--- src/rtl/nib_list_serializer.sv ---
// nib_list_serializer: accepts one frame of up to four 4-bit elements plus a
// length in a single handshake, then streams the elements out one per beat
// (element 0 first) under valid/ready flow control, flagging the final beat.
//
// Optional feature macro: NIB_SER_STATS_EN -- when defined, frame_cnt is an
// 8-bit wrapping count of completed frames; otherwise frame_cnt is tied to 0.
//
// Ports:
//   clk        rising-edge clock
//   rst_n      asynchronous active-low reset
//   in_valid   frame offered
//   in_ready   block can accept a frame (high in IDLE)
//   in_len     element count, legal 0..4 (5..7 clamped to 4 with len_err)
//   in_data    packed elements, element k in bits [4k+3:4k]
//   out_valid  beat valid
//   out_ready  consumer accepts beat
//   out_data   current element
//   out_last   current beat is the final element of the frame
//   len_err    one-cycle pulse after accepting a frame with in_len > 4
//   frame_cnt  completed-frame counter (0 unless NIB_SER_STATS_EN)
module nib_list_serializer (
  input  logic        clk,
  input  logic        rst_n,
  input  logic        in_valid,
  output logic        in_ready,
  input  logic [2:0]  in_len,
  input  logic [15:0] in_data,
  output logic        out_valid,
  input  logic        out_ready,
  output logic [3:0]  out_data,
  output logic        out_last,
  output logic        len_err,
  output logic [7:0]  frame_cnt
);

  localparam int unsigned ElemW  = 4;
  localparam int unsigned Depth  = 4;
  localparam int unsigned DataW  = ElemW * Depth;
  localparam int unsigned LenW   = 3;
  localparam int unsigned IdxW   = 2;
  localparam int unsigned CntW   = 8;

  typedef enum logic {
    ST_IDLE,
    ST_SEND
  } state_e;

  state_e            state_q, state_d;
  logic [DataW-1:0]  hold_q, hold_d;
  logic [LenW-1:0]   len_q, len_d;
  logic [IdxW-1:0]   idx_q, idx_d;
  logic              len_err_q, len_err_d;
  logic              is_last_c;
  logic              send_c;

  assign send_c    = (state_q == ST_SEND);
  assign is_last_c = (LenW'(idx_q) == (len_q - LenW'(1)));

  // State and datapath registers
  always_ff @(posedge clk or negedge rst_n) begin
    if (!rst_n) begin
      state_q   <= ST_IDLE;
      hold_q    <= '0;
      len_q     <= '0;
      idx_q     <= '0;
      len_err_q <= 1'b0;
    end else begin
      state_q   <= state_d;
      hold_q    <= hold_d;
      len_q     <= len_d;
      idx_q     <= idx_d;
      len_err_q <= len_err_d;
    end
  end

  // Next-state: accept in IDLE, step through elements in SEND
  always_comb begin
    state_d   = state_q;
    hold_d    = hold_q;
    len_d     = len_q;
    idx_d     = idx_q;
    len_err_d = 1'b0;
    unique case (state_q)
      ST_IDLE: begin
        if (in_valid) begin
          hold_d = in_data;
          idx_d  = '0;
          if (in_len == LenW'(0)) begin
            // Empty frame: consumed with no beats
            len_d = '0;
          end else if (in_len > LenW'(Depth)) begin
            len_d     = LenW'(Depth);
            len_err_d = 1'b1;
            state_d   = ST_SEND;
          end else begin
            len_d   = in_len;
            state_d = ST_SEND;
          end
        end
      end
      ST_SEND: begin
        if (out_ready) begin
          if (is_last_c) begin
            state_d = ST_IDLE;
          end else begin
            idx_d = idx_q + IdxW'(1);
          end
        end
      end
      default: state_d = ST_IDLE;
    endcase
  end

  // Outputs decoded from registers only; data/last forced to 0 outside SEND
  assign in_ready  = ~send_c;
  assign out_valid = send_c;
  assign out_data  = send_c ? hold_q[{idx_q, 2'b00} +: ElemW] : '0;
  assign out_last  = send_c & is_last_c;
  assign len_err   = len_err_q;

`ifdef NIB_SER_STATS_EN
  logic [CntW-1:0] frame_cnt_q, frame_cnt_d;

  // Count frames whose last beat has transferred; wraps naturally
  always_comb begin
    frame_cnt_d = frame_cnt_q;
    if (send_c && out_ready && is_last_c) begin
      frame_cnt_d = frame_cnt_q + CntW'(1);
    end
  end

  always_ff @(posedge clk or negedge rst_n) begin
    if (!rst_n) begin
      frame_cnt_q <= '0;
    end else begin
      frame_cnt_q <= frame_cnt_d;
    end
  end

  assign frame_cnt = frame_cnt_q;
`else
  assign frame_cnt = CntW'(0);
`endif

endmodule
--- config.mk ---
export PLATFORM = sky130hd
export DESIGN_NAME = nib_list_serializer
export DESIGN_NICKNAME = d
export VERILOG_FILES = /design/src/rtl/nib_list_serializer.sv
export SDC_FILE = /design/constraint.sdc
export NUM_CORES = 1
export LEC_CHECK = 0
export ABC_CLOCK_PERIOD_IN_PS = 4390
export CORE_ASPECT_RATIO = 0.8
export CORE_MARGIN = 5
export CORE_UTILIZATION = 25
export DETAILED_ROUTE_END_ITERATION = 10
export DONT_BUFFER_PORTS = 1
export PLACE_DENSITY = 0.37
export SYNTH_ARGS = -nofsm -noshare
export SYNTH_HDL_FRONTEND = slang
export SYNTH_SLANG_ARGS = --single-unit
--- constraint.sdc ---
create_clock -name clk -period 4.39 [get_ports clk]
set_input_delay 0.439 -clock clk [delete_from_list [all_inputs] [get_ports clk]]
set_output_delay 0.439 -clock clk [all_outputs]
set_load 0.01 [all_outputs]
==> reports/qor.txt, run 1 <==
Slew Limit Headroom: 29.0%
clock insertion delay at the later pin of the skew report: 0.25 ns
post-route fraction of the period consumed by the critical path: 49.7%
total grt overflow: 0
count of cell types in the netlist: 30
via count: 856
number of detailed-route iterations in the first pass: 4
synthesis-to-layout area growth: 4.51%
share of the synthesized area in the top cell type: 46.1%
kind of path behind the tightest hold check: in2reg
most frequently used cell type in the post-synthesis netlist: sky130_fd_sc_hd__nand2_1
count of antenna-violating nets left after detailed routing: 0
detail-routed via count per cell: 4.39
Hold Violations, Final: 0
post-detailed-route wirelength per cell: 13.9 µm
clock share of power: 14.6%
total setup buffers inserted after CTS: 0
Worst Hold Path Cells: 1
slew at the pin closest to its max-slew limit: 1.06 ns
count of H-tree levels built during CTS: 1
netlist area before placement: 1250 µm²
number of clock buffers inserted by TritonCTS: 3
final routed DRC violation total: 0
data required time of the critical path: 3.95 ns
core region area: 4920 µm²
share of synthesized flip-flops with an asynchronous set or reset: 100%
post-detailed-placement half-perimeter wirelength: 1990 µm
fraction of power consumed by sequential logic: 45.2%
Port-buffer cells: 0
worst slack, placed: 2.47 ns
die width: 89.0 µm
Final #Nets: 158
Initial Util: 25.3%
Fillers: 505
final instance area: 1300 µm²
synthesized flop and latch total: 23
power consumption: 872 µW
global router's overall resource usage: 8.49%
Leakage Power: 0.621 nW
placed insts: 190
final hold slack: 0.279 ns
fraction of final layout cells with drive strength greater than 1: 5.26%
antenna violations before repair: 0
depth of the most critical reg-to-reg path: 3
setup repair after global routing missed its margin: no
RD Place Congestion: 0.692
DRC marker count from the first detailed-route iteration: 92
setup violators final: 0
time the final worst path needs with I/O delays and setup: 2.18 ns
Ys Warns: 0
floorplan die area: 6510 µm²
critical path class: reg2out
number of enable flip-flop cells after synthesis: 0
kind of end point of the critical path: primary output
clock tree from TritonCTS: built
combinational share of power: 40.2%
post-cts gate resize count: 0
summed negative setup slack over all endpoints: 0 ns
worst hold start: out_ready
height of the die: 73.2 µm
IR drop worst, VDD: 0.188 mV
Internal Power: 545 µW
I/O pins: 39
DRT Wirelength: 2700 µm
largest net degree at the start of global routing: 24
CP Max Fanout: 12
startpoint of the worst-slack reg-to-reg timing path: out_valid
top cells by area, synth: sky130_fd_sc_hd__dfrtp_1, sky130_fd_sc_hd__nand2_1, sky130_fd_sc_hd__mux4_2
Max Buffers Root-to-Sink: 2
fin. max-slew vios: 0
max frequency: 0.458 GHz
final setup skew: 0.00376 ns
cell type contributing the most total cell area after synthesis: sky130_fd_sc_hd__dfrtp_1
number of clock sinks: 23
post-synthesis average cell area: 9.17 µm²
site row count: 23
power density over the cells: 669 nW/µm²
proportion of synthesized chip area in sequential cells: 46.1%
predominant post-synthesis flop cell: sky130_fd_sc_hd__dfrtp_1
outcome: complete, no violations
slack of the critical path: 2.21 ns
Switching Power: 327 µW
number of global-route vias before repair: 844
clock-pin slew on the worst setup and hold paths: 0.08 ns
most frequent cells after synthesis: sky130_fd_sc_hd__nand2_1, sky130_fd_sc_hd__dfrtp_1, sky130_fd_sc_hd__buf_4
number of antenna cells inserted: 0
number of violations of the max-capacitance limit: 0
critical path startpoint: idx_q[0]
crit start category: flip-flop
number of instances in the synthesized netlist: 136
wire length of the first global-routing pass: 4220 µm
switching part of the total power: 37.5%
post-route non-filler standard cell count: 195
CP Data Arrival Time: 1.74 ns
Final Core Density: 26.5%
area post-placement: 1250 µm²
root cell of the clock tree: sky130_fd_sc_hd__clkbuf_8
==> cell families (layout without fill, tap and decap cells) <==
| group | Yosys count | after routing | share of synthesized area, % |
|---|---|---|---|
| AND/OR/NAND/NOR | 71 | 71 | 25.2 |
| flip-flops | 23 | 23 | 46.1 |
| buffers and inverters | 20 | 10 | 10.0 |
| AO/OA/AOI/OAI | 10 | 10 | 5.62 |
| XOR/XNOR | 6 | 6 | 4.21 |
| multiplexers | 4 | 4 | 7.52 |
| adder cells (fa/ha/maj) | 1 | 1 | 1.00 |
| other | 1 | 8 | 0.301 |
==> critical path: stages, from the launching register on <==
cell	delay [ns]
sky130_fd_sc_hd__dfrtp_1	0.66
sky130_fd_sc_hd__mux4_1	0.62
sky130_fd_sc_hd__and2_1	0.21
==> what timing repair did <==
item | CTS | global route
hold endpoints to repair | 23 | 0
hold buffers | 1 | 0
endpoints found under the setup margin | 0 | 0
==> layer usage <==
metal	wire [µm]	up-vias	part of all wire, %	GRT usage [%]
met3	155	2	5.7	2.26
met4	17	0	0.63	2.48
met5	0	-	0	0
met1	1190	416	44	10.9
met2	1340	19	49	14.0
li1	-	419	-	-
==> state kept, by name (all words and copies together) (netlist names) <==
register,flops
hold_q,16
idx_q,2
len_err,1
len_q,3
out_valid,1
==> area by class of cell <==
| class | count | area [µm²] | area share [%] |
|---|---|---|---|
| Sequential cell | 23 | 576 | 44.1 |
| Multi-Input combinational cell | 100 | 573 | 44.0 |
| Tap cell | 62 | 77.6 | 5.95 |
| Inverter | 4 | 15.0 | 1.15 |
| Clock buffer | 4 | 45.0 | 3.45 |
| Timing Repair Buffer | 2 | 17.5 | 1.34 |
==> final timing paths <==
| path | end | slack (ns) |
|---|---|---|
| worst max-delay path | out_data[3] | 2.21 |
| worst min-delay path | out_valid | 0.28 |
| worst min register to register | hold_q[0] | 0.48 |
| max in group asynchronous | hold_q[10] | 2.93 |
| min in group asynchronous | hold_q[3] | 0.82 |
| worst max register to register | hold_q[7] | 2.72 |
==> cells in the final DEF, fill, tap and decap left out, types with 4 or more instances in the layout <==
cell type	count
sky130_fd_sc_hd__inv_1	4
sky130_fd_sc_hd__dfrtp_1	23
sky130_fd_sc_hd__nand2_1	52
sky130_fd_sc_hd__conb_1	8
sky130_fd_sc_hd__and2_1	4
==> power by group through the flow <==
stage          Combinational, mW  Clock [mW]  Sequential [mW]
2_1_floorplan              0.357           0            0.347
3_3_place_gp               0.341           0            0.402
3_5_place_dp               0.353           0            0.402
4_1_cts                    0.360       0.136            0.397
5_1_grt                    0.399       0.142            0.413
6_report                   0.350       0.127            0.394
Note: power is estimated with default switching activity, not from simulation.
==> inputs of run 2 (changes only) <==
Settings changed: ABC_CLOCK_PERIOD_IN_PS 4390 to 2000, PLACE_DENSITY 0.37 to 0.39.
Clock period 4.39 ns to 2 ns, I/O delays scaled along.
==> run 2 against run 1 <==
  * Register-to-register slack lost 2.3 ns
  * Flip-flop and latch count is the same
  * Non-clock buffer count grew 3
  * Critical path depth rose by 3
  * Total power rose by 120%
  * Sequential share of layout area decreased by 1.3 points
  * Cell area increased by 3.4%
  * Combinational power grew 130%
  * Clock power grew 130%
  * Global-route usage grew 0.20 points
  * Worst setup slack got worse by 2.0 ns
  * Hold slack got worse by 0.25 ns
  * Critical path type unchanged
  * Largest cell class is now multi-input combinational cells
  * Largest power group unchanged
==> reports/qor.txt, run 2 (synthesis gave the netlist of run 1 again) <==
outcome: complete, no violations (unchanged)
Leakage Power: 0.639 nW (was 0.621 nW)
site row count: 23 (unchanged)
max frequency: 0.550 GHz
setup repair after global routing missed its margin: no (unchanged)
setup violators final: 0 (unchanged)
Max Buffers Root-to-Sink: 2 (unchanged)
Final Core Density: 27.4% (was 26.5%)
slack of the critical path: 0.183 ns (was 2.21 ns)
root cell of the clock tree: sky130_fd_sc_hd__clkbuf_8 (unchanged)
Final #Nets: 161 (was 158)
Regs by FF count: hold_q (16), len_q (3), idx_q (2) (unchanged)
final setup skew: 0.00551 ns (was 0.00376 ns)
crit start category: flip-flop (unchanged)
post-detailed-placement half-perimeter wirelength: 1980 µm (was 1990 µm)
number of flip-flops under the largest register name: 16 (unchanged)
die width: 89.0 µm (unchanged)
commonest cells after routing, fill and taps aside: sky130_fd_sc_hd__nand2_1, sky130_fd_sc_hd__dfrtp_1, sky130_fd_sc_hd__conb_1 (unchanged)
number of global-route vias before repair: 872 (was 844)
post-route non-filler standard cell count: 198 (was 195)
slew at the pin closest to its max-slew limit: 0.630 ns (was 1.06 ns)
kind of path behind the tightest hold check: in2reg (unchanged)
worst slack, placed: 0.328 ns (was 2.47 ns)
Slew Limit Headroom: 58.0% (was 29.0%)
final routed DRC violation total: 0 (unchanged)
data required time of the critical path: 1.80 ns (was 3.95 ns)
summed negative setup slack over all endpoints: 0 ns (unchanged)
count of H-tree levels built during CTS: 1 (unchanged)
number of violations of the max-capacitance limit: 0 (unchanged)
slowest library cell on the worst path: sky130_fd_sc_hd__dfrtp_1 (unchanged)
cells traversed along the worst timing path: inv_1 > ha_1 > xor2_1 > nand3_2 > nor2_2 (was mux4_1 > and2_1)
IR drop worst, VDD: 0.443 mV (was 0.188 mV)
Initial Util: 25.3% (unchanged)
clock insertion delay at the later pin of the skew report: 0.26 ns (was 0.25 ns)
Hold Violations, Final: 0 (unchanged)
largest net degree at the start of global routing: 24 (unchanged)
count of antenna-violating nets left after detailed routing: 0 (unchanged)
clock-pin slew on the worst setup and hold paths: 0.08 ns (about the same)
commonest non-fill, non-tap cell in the layout: sky130_fd_sc_hd__nand2_1 (unchanged)
critical path class: reg2out (unchanged)
number of antenna cells inserted: 0 (unchanged)
global router's overall resource usage: 8.69% (was 8.49%)
final hold slack: 0.0282 ns (was 0.279 ns)
core region area: 4920 µm² (unchanged)
post-route fraction of the period consumed by the critical path: 90.9%
Most flops, register: hold_q (unchanged)
maximum cell stage delay along the critical path: 0.41 ns (was 0.66 ns)
DRC marker count from the first detailed-route iteration: 49 (was 92)
time the final worst path needs with I/O delays and setup: 1.82 ns
wire length of the first global-routing pass: 4290 µm (was 4220 µm)
post-detailed-route wirelength per cell: 13.6 µm (was 13.9 µm)
number of clock buffers inserted by TritonCTS: 3 (unchanged)
antenna violations before repair: 0 (unchanged)
DRT Wirelength: 2690 µm (was 2700 µm)
via count: 845 (was 856)
CP Max Fanout: 3 (was 12)
placed insts: 192 (was 190)
detail-routed via count per cell: 4.27 (was 4.39)
Port-buffer cells: 0 (unchanged)
total setup buffers inserted after CTS: 0 (unchanged)
height of the die: 73.2 µm (unchanged)
fraction of final layout cells with drive strength greater than 1: 9.56% (was 5.26%)
number of detailed-route iterations in the first pass: 4 (unchanged)
power density over the cells: 1450 nW/µm² (was 669 nW/µm²)
synthesis-to-layout area growth: 8.02% (was 4.51%)
number of clock sinks: 23 (unchanged)
I/O pins: 39 (unchanged)
kind of end point of the critical path: primary output (unchanged)
floorplan die area: 6510 µm² (unchanged)
RD Place Congestion: 0.756 (was 0.692)
total grt overflow: 0 (unchanged)
clock tree from TritonCTS: built (unchanged)
fin. max-slew vios: 0 (unchanged)
CP Data Arrival Time: 1.62 ns (was 1.74 ns)
==> run 2: cell type report <==
class                           instances  area, µm²
Timing Repair Buffer                    5       52.6
Tap cell                               62       77.6
Multi-Input combinational cell        100        581
Sequential cell                        23        577
Clock buffer                            4       45.0
Fill cell                             524       3570
Inverter                                4       15.0
==> run 2: repair_timing <==
action / in CTS / in global routing
endpoints found under the setup margin: 0 / 2
hold endpoints to repair: 23 / 0
hold buffers: 2 / 0
resized for setup: 0 / 3
==> run 2: path summary, 6_finish.rpt <==
check | cells past startpoint | slack [ns] | startpoint | endpoint
worst max-delay path | 5 | 0.18 | len_q[0] | out_last
worst min-delay path | 1 | 0.03 | out_ready | out_valid
worst max register to register | 5 | 0.39 | len_q[0] | idx_q[1]
worst min register to register | 2 | 0.48 | hold_q[7] | hold_q[7]
max in group asynchronous | 2 | 1.49 | rst_n | idx_q[0]
min in group asynchronous | 2 | 0.36 | rst_n | hold_q[5]
==> run 2: metrics by stage <==
step	total power, mW	instance area [µm²]
finish	1.96	1350
global route	2.14	1350
CTS	1.97	1340
detailed placement	1.66	1260
global placement	1.64	1260
floorplan	1.55	1270
==> run 2: metal layers <==
metal	vias up	share of wire, %	track usage (%)
met5	-	0	0
met4	0	0.63	3.47
met3	2	7.0	2.93
met2	21	44	12.3
met1	397	48	12.1
li1	425	-	-
==> run 2: power breakdown <==
part           switching, mW  internal (mW)
Sequential             0.189          0.669
Combinational          0.411          0.404
Clock                  0.145          0.142
==> run 2: worst max-delay path: cells and delay by family, from the launching register on <==
kind	cells	cell delay, ns
XOR/XNOR	1	0.24
adder cells (fa/ha/maj)	1	0.33
buffers and inverters	1	0.08
flip-flops	1	0.41
AND/OR/NAND/NOR	2	0.31
